`src/rtl/crc_pkg.sv`:
```
// Shared types and constants for the serial CRC engine: FSM state encoding and
// the 2-bit result codes reported on status.
package crc_pkg;

  typedef enum logic [1:0] {
    IDLE  = 2'd0,
    SHIFT = 2'd1,
    DONE  = 2'd2
  } state_e;

  localparam logic [1:0] NONE    = 2'b00;
  localparam logic [1:0] PASS    = 2'b01;
  localparam logic [1:0] FAIL    = 2'b10;
  localparam logic [1:0] BADPOLY = 2'b11;

endpackage

```
`src/rtl/crc_engine_if.sv`:
```
// Request/result bundle of crc_engine. Optional macro CRC_INJECT_EN adds the
// inject_err request bit.
interface crc_engine_if #(
  parameter int unsigned G_W = 5,
  parameter int unsigned D_W = 14
);

  logic                   start;
  logic                   mode;
  logic [D_W-1:0]         data_in;
  logic [G_W-2:0]         crc_in;
  logic [G_W-1:0]         G;
`ifdef CRC_INJECT_EN
  logic                   inject_err;
`endif
  logic                   busy;
  logic                   done;
  logic                   error;
  logic [1:0]             status;
  logic [G_W-2:0]         remainder;
  logic [D_W+G_W-2:0]     codeword;

`ifdef CRC_INJECT_EN
  modport master (
    output start, mode, data_in, crc_in, G, inject_err,
    input  busy, done, error, status, remainder, codeword
  );
  modport slave (
    input  start, mode, data_in, crc_in, G, inject_err,
    output busy, done, error, status, remainder, codeword
  );
`else
  modport master (
    output start, mode, data_in, crc_in, G,
    input  busy, done, error, status, remainder, codeword
  );
  modport slave (
    input  start, mode, data_in, crc_in, G,
    output busy, done, error, status, remainder, codeword
  );
`endif

endinterface

```
`src/rtl/crc_div_step.sv`:
```
// One polynomial long-division step: shift the next message bit into the
// remainder and subtract (XOR) the generator when the outgoing bit is set.
module crc_div_step #(
  parameter int unsigned G_W = 5
) (
  input  logic [G_W-2:0] i_rem,
  input  logic           i_bit,
  input  logic [G_W-2:0] i_poly,
  output logic [G_W-2:0] o_rem
);

  logic w_fb;

  assign w_fb = i_rem[G_W-2];

  // A 1-bit remainder has no lower bits to carry over.
  if (G_W == 2) begin : g_narrow
    assign o_rem = i_bit ^ (w_fb & i_poly[0]);
  end else begin : g_wide
    assign o_rem = {i_rem[G_W-3:0], i_bit} ^ (w_fb ? i_poly : '0);
  end

endmodule

```
`src/rtl/crc_engine.sv`:
```
// Bit-serial CRC generate/check engine (IDLE -> SHIFT -> DONE).
// Optional macro CRC_INJECT_EN adds an error-injection input on the bus.
module crc_engine
  import crc_pkg::*;
#(
  parameter int unsigned G_W = 5,
  parameter int unsigned D_W = 14
) (
  input logic         clk,
  input logic         reset,
  crc_engine_if.slave bus
);

  localparam int unsigned N  = D_W + G_W - 1;
  localparam int unsigned CW = $clog2(N + 1);

  state_e          r_state, w_state_nxt;
  logic [D_W-1:0]  r_data;
  logic [G_W-2:0]  r_tail;
  logic [G_W-2:0]  r_poly;
  logic [G_W-2:0]  r_rem;
  logic [N-1:0]    r_stream;
  logic            r_mode;
  logic [CW-1:0]   r_cnt;
  logic [1:0]      r_status;

  logic            w_accept;
  logic            w_last;
  logic            w_poly_ok;
  logic [D_W-1:0]  w_data_lat;
  logic [G_W-2:0]  w_rem_nxt;

  assign w_accept  = (r_state != SHIFT) && bus.start;
  assign w_last    = (r_state == SHIFT) && (r_cnt == CW'(N - 1));
  assign w_poly_ok = bus.G[G_W-1];

`ifdef CRC_INJECT_EN
  assign w_data_lat = bus.data_in ^ D_W'(bus.inject_err);
`else
  assign w_data_lat = bus.data_in;
`endif

  crc_div_step #(
    .G_W (G_W)
  ) u_div_step (
    .i_rem  (r_rem),
    .i_bit  (r_stream[N-1]),
    .i_poly (r_poly),
    .o_rem  (w_rem_nxt)
  );

  always_ff @(posedge clk) begin
    if (reset) begin
      r_state <= IDLE;
    end else begin
      r_state <= w_state_nxt;
    end
  end

  always_comb begin
    w_state_nxt = r_state;
    unique case (r_state)
      IDLE, DONE: begin
        if (bus.start) begin
          w_state_nxt = w_poly_ok ? SHIFT : DONE;
        end
      end
      SHIFT: begin
        if (w_last) begin
          w_state_nxt = DONE;
        end
      end
      default: w_state_nxt = IDLE;
    endcase
  end

  // Datapath: operands are captured once on accept so later input changes
  // cannot disturb a running division.
  always_ff @(posedge clk) begin
    if (reset) begin
      r_data   <= '0;
      r_tail   <= '0;
      r_poly   <= '0;
      r_rem    <= '0;
      r_stream <= '0;
      r_mode   <= 1'b0;
      r_cnt    <= '0;
      r_status <= NONE;
    end else if (w_accept) begin
      r_data   <= w_data_lat;
      r_tail   <= bus.crc_in;
      r_poly   <= bus.G[G_W-2:0];
      r_mode   <= bus.mode;
      r_rem    <= '0;
      r_cnt    <= '0;
      r_stream <= bus.mode ? {w_data_lat, bus.crc_in} : {w_data_lat, {(G_W-1){1'b0}}};
      r_status <= w_poly_ok ? NONE : BADPOLY;
    end else if (r_state == SHIFT) begin
      r_rem    <= w_rem_nxt;
      r_stream <= r_stream << 1;
      r_cnt    <= r_cnt + CW'(1);
      if (w_last) begin
        if (!r_mode) begin
          r_status <= PASS;
        end else begin
          r_status <= (w_rem_nxt == '0) ? PASS : FAIL;
        end
      end
    end
  end

  always_comb begin
    bus.busy      = (r_state == SHIFT);
    bus.done      = (r_state == DONE);
    bus.status    = r_status;
    bus.error     = r_status[1];
    bus.remainder = '0;
    bus.codeword  = '0;
    if (r_state == DONE) begin
      bus.remainder = r_rem;
      bus.codeword  = {r_data, (r_mode ? r_tail : r_rem)};
    end
  end

endmodule
```
`src/flat_wrapper.sv`:
```
// flat-port wrapper written by rule: the top's interface ports become plain ports
module crc_engine_flat import crc_pkg::*;
#(
  parameter int unsigned G_W = 5,
  parameter int unsigned D_W = 14
)
  (clk, reset, bus_start, bus_mode, bus_data_in, bus_crc_in, bus_G, bus_busy, bus_done, bus_error, bus_status, bus_remainder, bus_codeword);
  crc_engine_if #(.G_W(G_W), .D_W(D_W)) bus_i ();
  input logic clk;
  input logic reset;
  input wire logic [$bits(bus_i.start)-1:0] bus_start;
  input wire logic [$bits(bus_i.mode)-1:0] bus_mode;
  input wire logic [$bits(bus_i.data_in)-1:0] bus_data_in;
  input wire logic [$bits(bus_i.crc_in)-1:0] bus_crc_in;
  input wire logic [$bits(bus_i.G)-1:0] bus_G;
  output wire logic [$bits(bus_i.busy)-1:0] bus_busy;
  output wire logic [$bits(bus_i.done)-1:0] bus_done;
  output wire logic [$bits(bus_i.error)-1:0] bus_error;
  output wire logic [$bits(bus_i.status)-1:0] bus_status;
  output wire logic [$bits(bus_i.remainder)-1:0] bus_remainder;
  output wire logic [$bits(bus_i.codeword)-1:0] bus_codeword;
  assign bus_i.start = bus_start;
  assign bus_i.mode = bus_mode;
  assign bus_i.data_in = bus_data_in;
  assign bus_i.crc_in = bus_crc_in;
  assign bus_i.G = bus_G;
  assign bus_busy = bus_i.busy;
  assign bus_done = bus_i.done;
  assign bus_error = bus_i.error;
  assign bus_status = bus_i.status;
  assign bus_remainder = bus_i.remainder;
  assign bus_codeword = bus_i.codeword;
  crc_engine #(.G_W(G_W), .D_W(D_W)) u_core (.clk(clk), .reset(reset), .bus(bus_i));
endmodule
```
`config.mk`:
```
export PLATFORM = sky130hd
export DESIGN_NAME = crc_engine_flat
export DESIGN_NICKNAME = d
export VERILOG_FILES = /design/src/rtl/crc_pkg.sv /design/src/rtl/crc_engine_if.sv /design/src/rtl/crc_div_step.sv /design/src/rtl/crc_engine.sv /design/src/flat_wrapper.sv
export SDC_FILE = /design/constraint.sdc
export NUM_CORES = 1
export LEC_CHECK = 0
export ABC_CLOCK_PERIOD_IN_PS = 1280
export BUFFER_PORTS_ARGS = -buffer_cell sky130_fd_sc_hd__buf_2
export CAP_MARGIN = 10
export CORE_MARGIN = 2
export CORE_UTILIZATION = 49
export DETAILED_ROUTE_END_ITERATION = 10
export HOLD_SLACK_MARGIN = 0.06
export MAX_ROUTING_LAYER = met4
export PLACE_DENSITY = 0.73
export SLEW_MARGIN = 10
export SYNTH_ARGS = -nofsm -noshare
export SYNTH_HDL_FRONTEND = slang
export SYNTH_HIERARCHICAL = 1
export SYNTH_SLANG_ARGS = --single-unit
```
`constraint.sdc`:
```
create_clock -name clk -period 1.28 [get_ports clk]
set_input_delay 0 -clock clk [delete_from_list [all_inputs] [get_ports clk]]
set_output_delay 0 -clock clk [all_outputs]
set_load 0.03 [all_outputs]
```
Yosys cells after proc, flatten, opt, wreduce, memory -nomap -nowiden
Index checks and enable logic that the tools add are counted.
{ "classes": {"addsub": 1, "n_eq_ne": 6, "n_mux": 17, "n_bitwise": 1, "n_reduce_logical": 10} }
{ "op_table": {"columns": ["op", "count"], "rows": [
  ["$mux W18", 3],
  ["$mux W2", 9],
  ["$mux W4", 4],
  ["$add A5 B1 Y5 const B", 1],
  ["$eq A5 B5 Y1 const B", 1],
  ["$logic_not A4 Y1", 1],
  ["$ne A2 B1 Y1 const B", 2],
  ["$pmux W2 S2", 1],
  ["$reduce_and A2 Y1", 2],
  ["$reduce_bool A2 Y1", 2],
  ["$reduce_or A2 Y1", 2],
  ["$xor A4 B4 Y4", 1],
  ["$eq A2 B1 Y1 const B", 1],
  ["$eq A2 B2 Y1 const B", 1],
  ["$logic_and A1 B1 Y1", 2],
  ["$logic_not A2 Y1", 1],
  ["$ne A2 B2 Y1 const B", 1]
]} }
{ "word_totals": {"regBits": 54, "output_inout_bits": 27, "elab_cells": 44} }

Longest topological paths before layout
{ "depth": {"word_depth": 8, "ltp_mapped": 5, "ltp_nobuf": 5} }

Cells and area by module
The synthesis kept the hierarchy.
{ "by_module_without_submodules": {"columns": ["module", "instances", "cells_per_inst", "area_each_um2"], "rows": [
  ["crc_engine", 1, 286, 2544.9],
  ["crc_div_step", 1, 8, 50.0]
]} }

Worst setup path before layout
No wires, ideal clock.
{ "synth_timing": {"path_kind": "register -> register", "from": "register u_core.r_rem[3]", "to": "register u_core.r_status[1] (netlist: u_core/bus.status[1])", "arrival_time_ns": 1.206, "required_ns": 1.158, "slack_ns": -0.048, "path_stages_with_launch": 6, "period_less_slack_ns": 1.328, "cell_sequence": "dfxtp_1 -> nand2_1 -> xnor2_1 -> o41ai_1 -> and3_1 -> a211oi_1"} }
{ "synth_between": {"elab_chain_cells": 8} }
{ "synth_rtl": {"columns": ["element", "line_no", "source"], "rows": [
  ["start, declared", "crc_engine.sv:21", "logic [G_W-2:0] r_rem;"],
  ["start signal, assigned", "crc_engine.sv:99", "r_rem <= w_rem_nxt;"],
  ["$mux W4", "crc_div_step.sv:20", "assign o_rem = {i_rem[G_W-3:0], i_bit} ^ (w_fb ? i_poly : '0);"],
  ["$xor A4 B4 Y4", "crc_div_step.sv:20", null],
  ["named net u_core.w_rem_nxt[0]", "crc_engine.sv:31", "logic [G_W-2:0] w_rem_nxt;"],
  ["$logic_not A4 Y1", "crc_engine.sv:106", "r_status <= (w_rem_nxt == '0) ? PASS : FAIL;"],
  ["$mux W2", "crc_engine.sv:106", null],
  ["$mux W2", "crc_engine.sv:103", "if (!r_mode) begin"],
  ["$mux W2", "crc_engine.sv:102", "if (w_last) begin"],
  ["$mux W2", "crc_engine.sv:98", "end else if (r_state == SHIFT) begin"],
  ["$mux W2", "crc_engine.sv:89", "end else if (w_accept) begin"],
  ["end signal, assigned", "crc_engine.sv:97", "r_status <= w_poly_ok ? NONE : BADPOLY;"],
  ["end signal, assigned", "crc_engine.sv:106", null],
  ["end, declared", "crc_engine.sv:25", "logic [1:0] r_status;"]
]} }
The timed path passes the listed nets, and every way through them passes these cells. The select of a mux whose other input is x is not followed.
A chain may end at the register's enable or synchronous reset.

Worst setup path after layout
Same ends and word-level chain as after synthesis.

==> metrics.md <==
| Metric | Value |
|---|---|
| Total placed cells including tap cells | around 410 |
| Power Total | between 3 and 4 mW |
| Crit path launch type | flip-flop |
| Clock Skew | approximately 0.0068 ns |
| Slew Limit Fails | 0 |
| Post-synth EDFFs | 0 |
| Detailed Place HPWL | between 4000 and 5000 um |
| N_diodes | 0 |
| Peak Freq | 711.2 MHz |
| Die height | between 70 and 80 um |
| Worst r2r src | u_core/r_rem[3] |
| Syn_nets | 323 |
| Die area | 5894 sq um |
| Flop2flop setup slack | -0.13 ns |
| CP Max Fanout | 5 |
| Worst vdd ir | around 0.00076 V |
| CP endpoint kind | flip-flop |
| Most frequent cells in the layout | dfxtp_1, a21oi_1, buf_2 |
| Worst Min Path Start | reset |
| Largest net degree at the start of global routing | 43 |
| Synth async-reset ratio | 0 |
| Worst EP arrival | ~1.6 ns |
| Measured slew at the worst slew-check pin | 0.4119 ns |
| Final #Nets | just over 400 |
| Initial Utilization | 0.5081 |
| Post-Route WL | between 6000 and 7000 um |
| Pre-CTS WS | -0.1626 ns |
| Met3 usage | 0.03529 |
| WHS Path Cells | 2 |
| GP Congestion | between 0.8 and 0.9 |
| Busiest grt layer | met2 |
| Util after Layout | 0.7401 |
| RSZ-0062 raised after global routing | yes |
| Routed wirelength normalized by instance count | 15.12 um |
| CTS Buf Count | 5 |
| Share of cells above drive strength 1 | 0.3806 |
| I/O Buffers | 53 |
| Synth Area in Simple Gates | 0.1871 |
| Critical path cell sequence | nand2_4 -> xnor2_2 -> o41ai_2 -> and3_1 -> a211oi_1 |
| Syn_area_per_cell | 8.826 sq um |
| Fin. Hold Viols | 0 |
| Layout fillers | approximately 370 |
| WHS Endpoint | u_core/r_tail[2] |
| Sequential element share of the synthesized area | 0.4166 |
| Flops & latches, synth | 54 |
| Grt total ovfl | 0 |
| Max-cap violations | 0 |
| CP peak stage delay | around 0.42 ns |
| Post-DRT Antenna Nets | 0 |
| Mapped Area | around 2600 sq um |
| Vias in the first global route | 2361 |
| Share of the synthesized area in the top cell type | 0.4166 |
| Final worst setup slack | -0.1260 ns |
| Synth unique cells | 35 |
| Final Setup Violations | 9 |
| Crit-path slowest cell | o41ai_2 |
| Compound-gate portion of the synthesized area | 0.2232 |
| FF-to-FF path depth | 5 |
| Global-route wire length before repair | ~11000 um |
| Cell family with most CP delay | compound AO/OA/AOI/OAI gates |
| Status | finished with violations |
| Buf/Inv on CP | 0 |
| Cell row count | 26 |
| Clk slew on worst S/H paths | around 0.10 ns |
| Ports | 54 |
| WS Path Type | flip-flop to flip-flop |
| Pwr/cell area | 1051 nW/um^2 |
| Period Utilization, post-route | 1.098 |
| Residual DRC | 0 |
| CTS sink count | 54 |
| Final min period | between 1 and 1.5 ns |
| Htree depth | 2 |
| Hold WC Path Type | input pin to flip-flop |
| Drt first pass iters | 4 |
| Layout Cells excl Fill | 451 |
| Area of the core | slightly above 5000 sq um |
| Max Root-Sink Buffers | 2 |
| Primary FF master, synth | dfxtp_1 |
| Mux contribution to synthesized area | 0.06943 |
| M2 GR Usage | 0.3886 |
| Commonest non-fill, non-tap cell in the layout | dfxtp_1 |
| Via count | 2411 |
| Leakage | ~1.6 nW |
| Area contributors post-synth | dfxtp_1, a211oi_2, mux2i_1 |
| Worst-Skew Late Latency | slightly above 0.3 ns |
| Layout area overhead | 45.66% |
| Slew margin rel. | 0.7254 |
| Syn Inst Count | 294 |
| Top cell type by total area after synthesis | dfxtp_1 |
| Overall routing resource usage | 0.2363 |
| Main combinational cell family by area after synthesis | compound AO/OA/AOI/OAI gates |
| GR Util met1 | 0.2891 |
| TritonCTS clock tree | yes |
| Vias/cell | between 5 and 6 |
| Capture point of the worst reg-to-reg path | u_core/bus.status[1] |
| CTS root buf | clkbuf_8 |
| Synth Area in Adders | 0.009643 |
| Synth Area in XOR/XNOR | 0.02025 |
| Worst EP required | between 1 and 1.5 ns |
| Total negative slack | -0.2233 ns |
| Iter 0 DRT Violations | approximately 220 |
| Violated checks | negative setup slack |
| Yosys warnings | 6 |
| Initial antenna violation count | 0 |
| Die width | about 77 um |
==> flip-flops by register name, summed over array words and instances (netlist names) <==
signal             cells
u_core/r_data         14
u_core/r_cnt           5
u_core/r_poly          4
u_core/r_mode          1
u_core/bus.status      2
u_core/r_tail          4
u_core/r_rem           4
u_core/r_state         2
u_core/r_stream       18
==> cells by family after synthesis <==
logic type | after synthesis
AO/OA/AOI/OAI | 83
adder cells (fa/ha/maj) | 2
flip-flops | 54
multiplexers | 18
XOR/XNOR | 6
buffers and inverters | 32
AND/OR/NAND/NOR | 99
==> synthesized netlist by cell type (2+ instances only) <==
| cell | instances |
|---|---|
| dfxtp_1 | 54 |
| a21oi_1 | 32 |
| nand3_1 | 27 |
| nor2_1 | 25 |
| o21ai_0 | 23 |
| nand2_1 | 19 |
| and2_1 | 18 |
| mux2i_1 | 18 |
| a211oi_2 | 15 |
| buf_4 | 9 |
| buf_2 | 6 |
| clkbuf_1 | 5 |
| xnor2_1 | 5 |
| buf_6 | 4 |
| inv_1 | 4 |
| a311oi_2 | 3 |
| a211oi_1 | 2 |
| and3_1 | 2 |
| buf_1 | 2 |
| ha_1 | 2 |
| inv_2 | 2 |
| nor3_1 | 2 |
| o21ai_1 | 2 |
| or3_1 | 2 |
==> report_power, final <==
group	total, mW	internal, mW	switching, mW
Combinational	0.728	0.341	0.387
Sequential	1.85	1.78	0.0680
Clock	1.39	0.834	0.559
Total	3.97	2.96	1.01
==> how the worst max path moves through the flow <==
| stage | startpoint | endpoint | cells past startpoint |
|---|---|---|---|
| floorplan | u_core/r_rem[3] | u_core/bus.status[1] | 5 |
| global placement | u_core/r_rem[3] | u_core/bus.status[1] | 5 |
| detailed placement | u_core/r_rem[3] | u_core/bus.status[0] | 5 |
| CTS | u_core/r_rem[3] | u_core/bus.status[1] | 5 |
| global route | u_core/r_rem[3] | u_core/bus.status[1] | 5 |
| finish | u_core/r_rem[3] | u_core/bus.status[1] | 5 |
==> per-layer routing <==
metal,up-vias,part of all wire
met1,1138,0.45
met5,-,0
met4,0,0.015
li1,1199,-
met2,64,0.50
met3,10,0.039
==> per-stage QoR <==
stage,area (sq um),hold slack [ns]
floorplan,2596,0.1477
global placement,2975,0.2611
detailed placement,2975,0.2596
CTS,3546,0.07051
global route,3780,0.07376
finish,3780,0.07761
==> repair_timing <==
item,4_1_cts,5_1_grt
buffers inserted,2,4
hold buffers,23,0
resized for setup,55,56
pin swaps,11,12
hold endpoints to repair,26,0
setup endpoints to repair,27,28
cloned,2,0
==> final cells by class <==
cell class	count	area, sq um	area share
inverter	6	35.03	0.009268
clock buffer	6	82.58	0.02185
multi-input combinational	208	1510	0.3995
clock inverter	2	60.06	0.01589
timing repair buffer	103	894.6	0.2367
timing repair inverter	2	15.01	0.003972
tap	70	87.58	0.02317
sequential	54	1095	0.2896
Power figures use the tool's default switching activity.
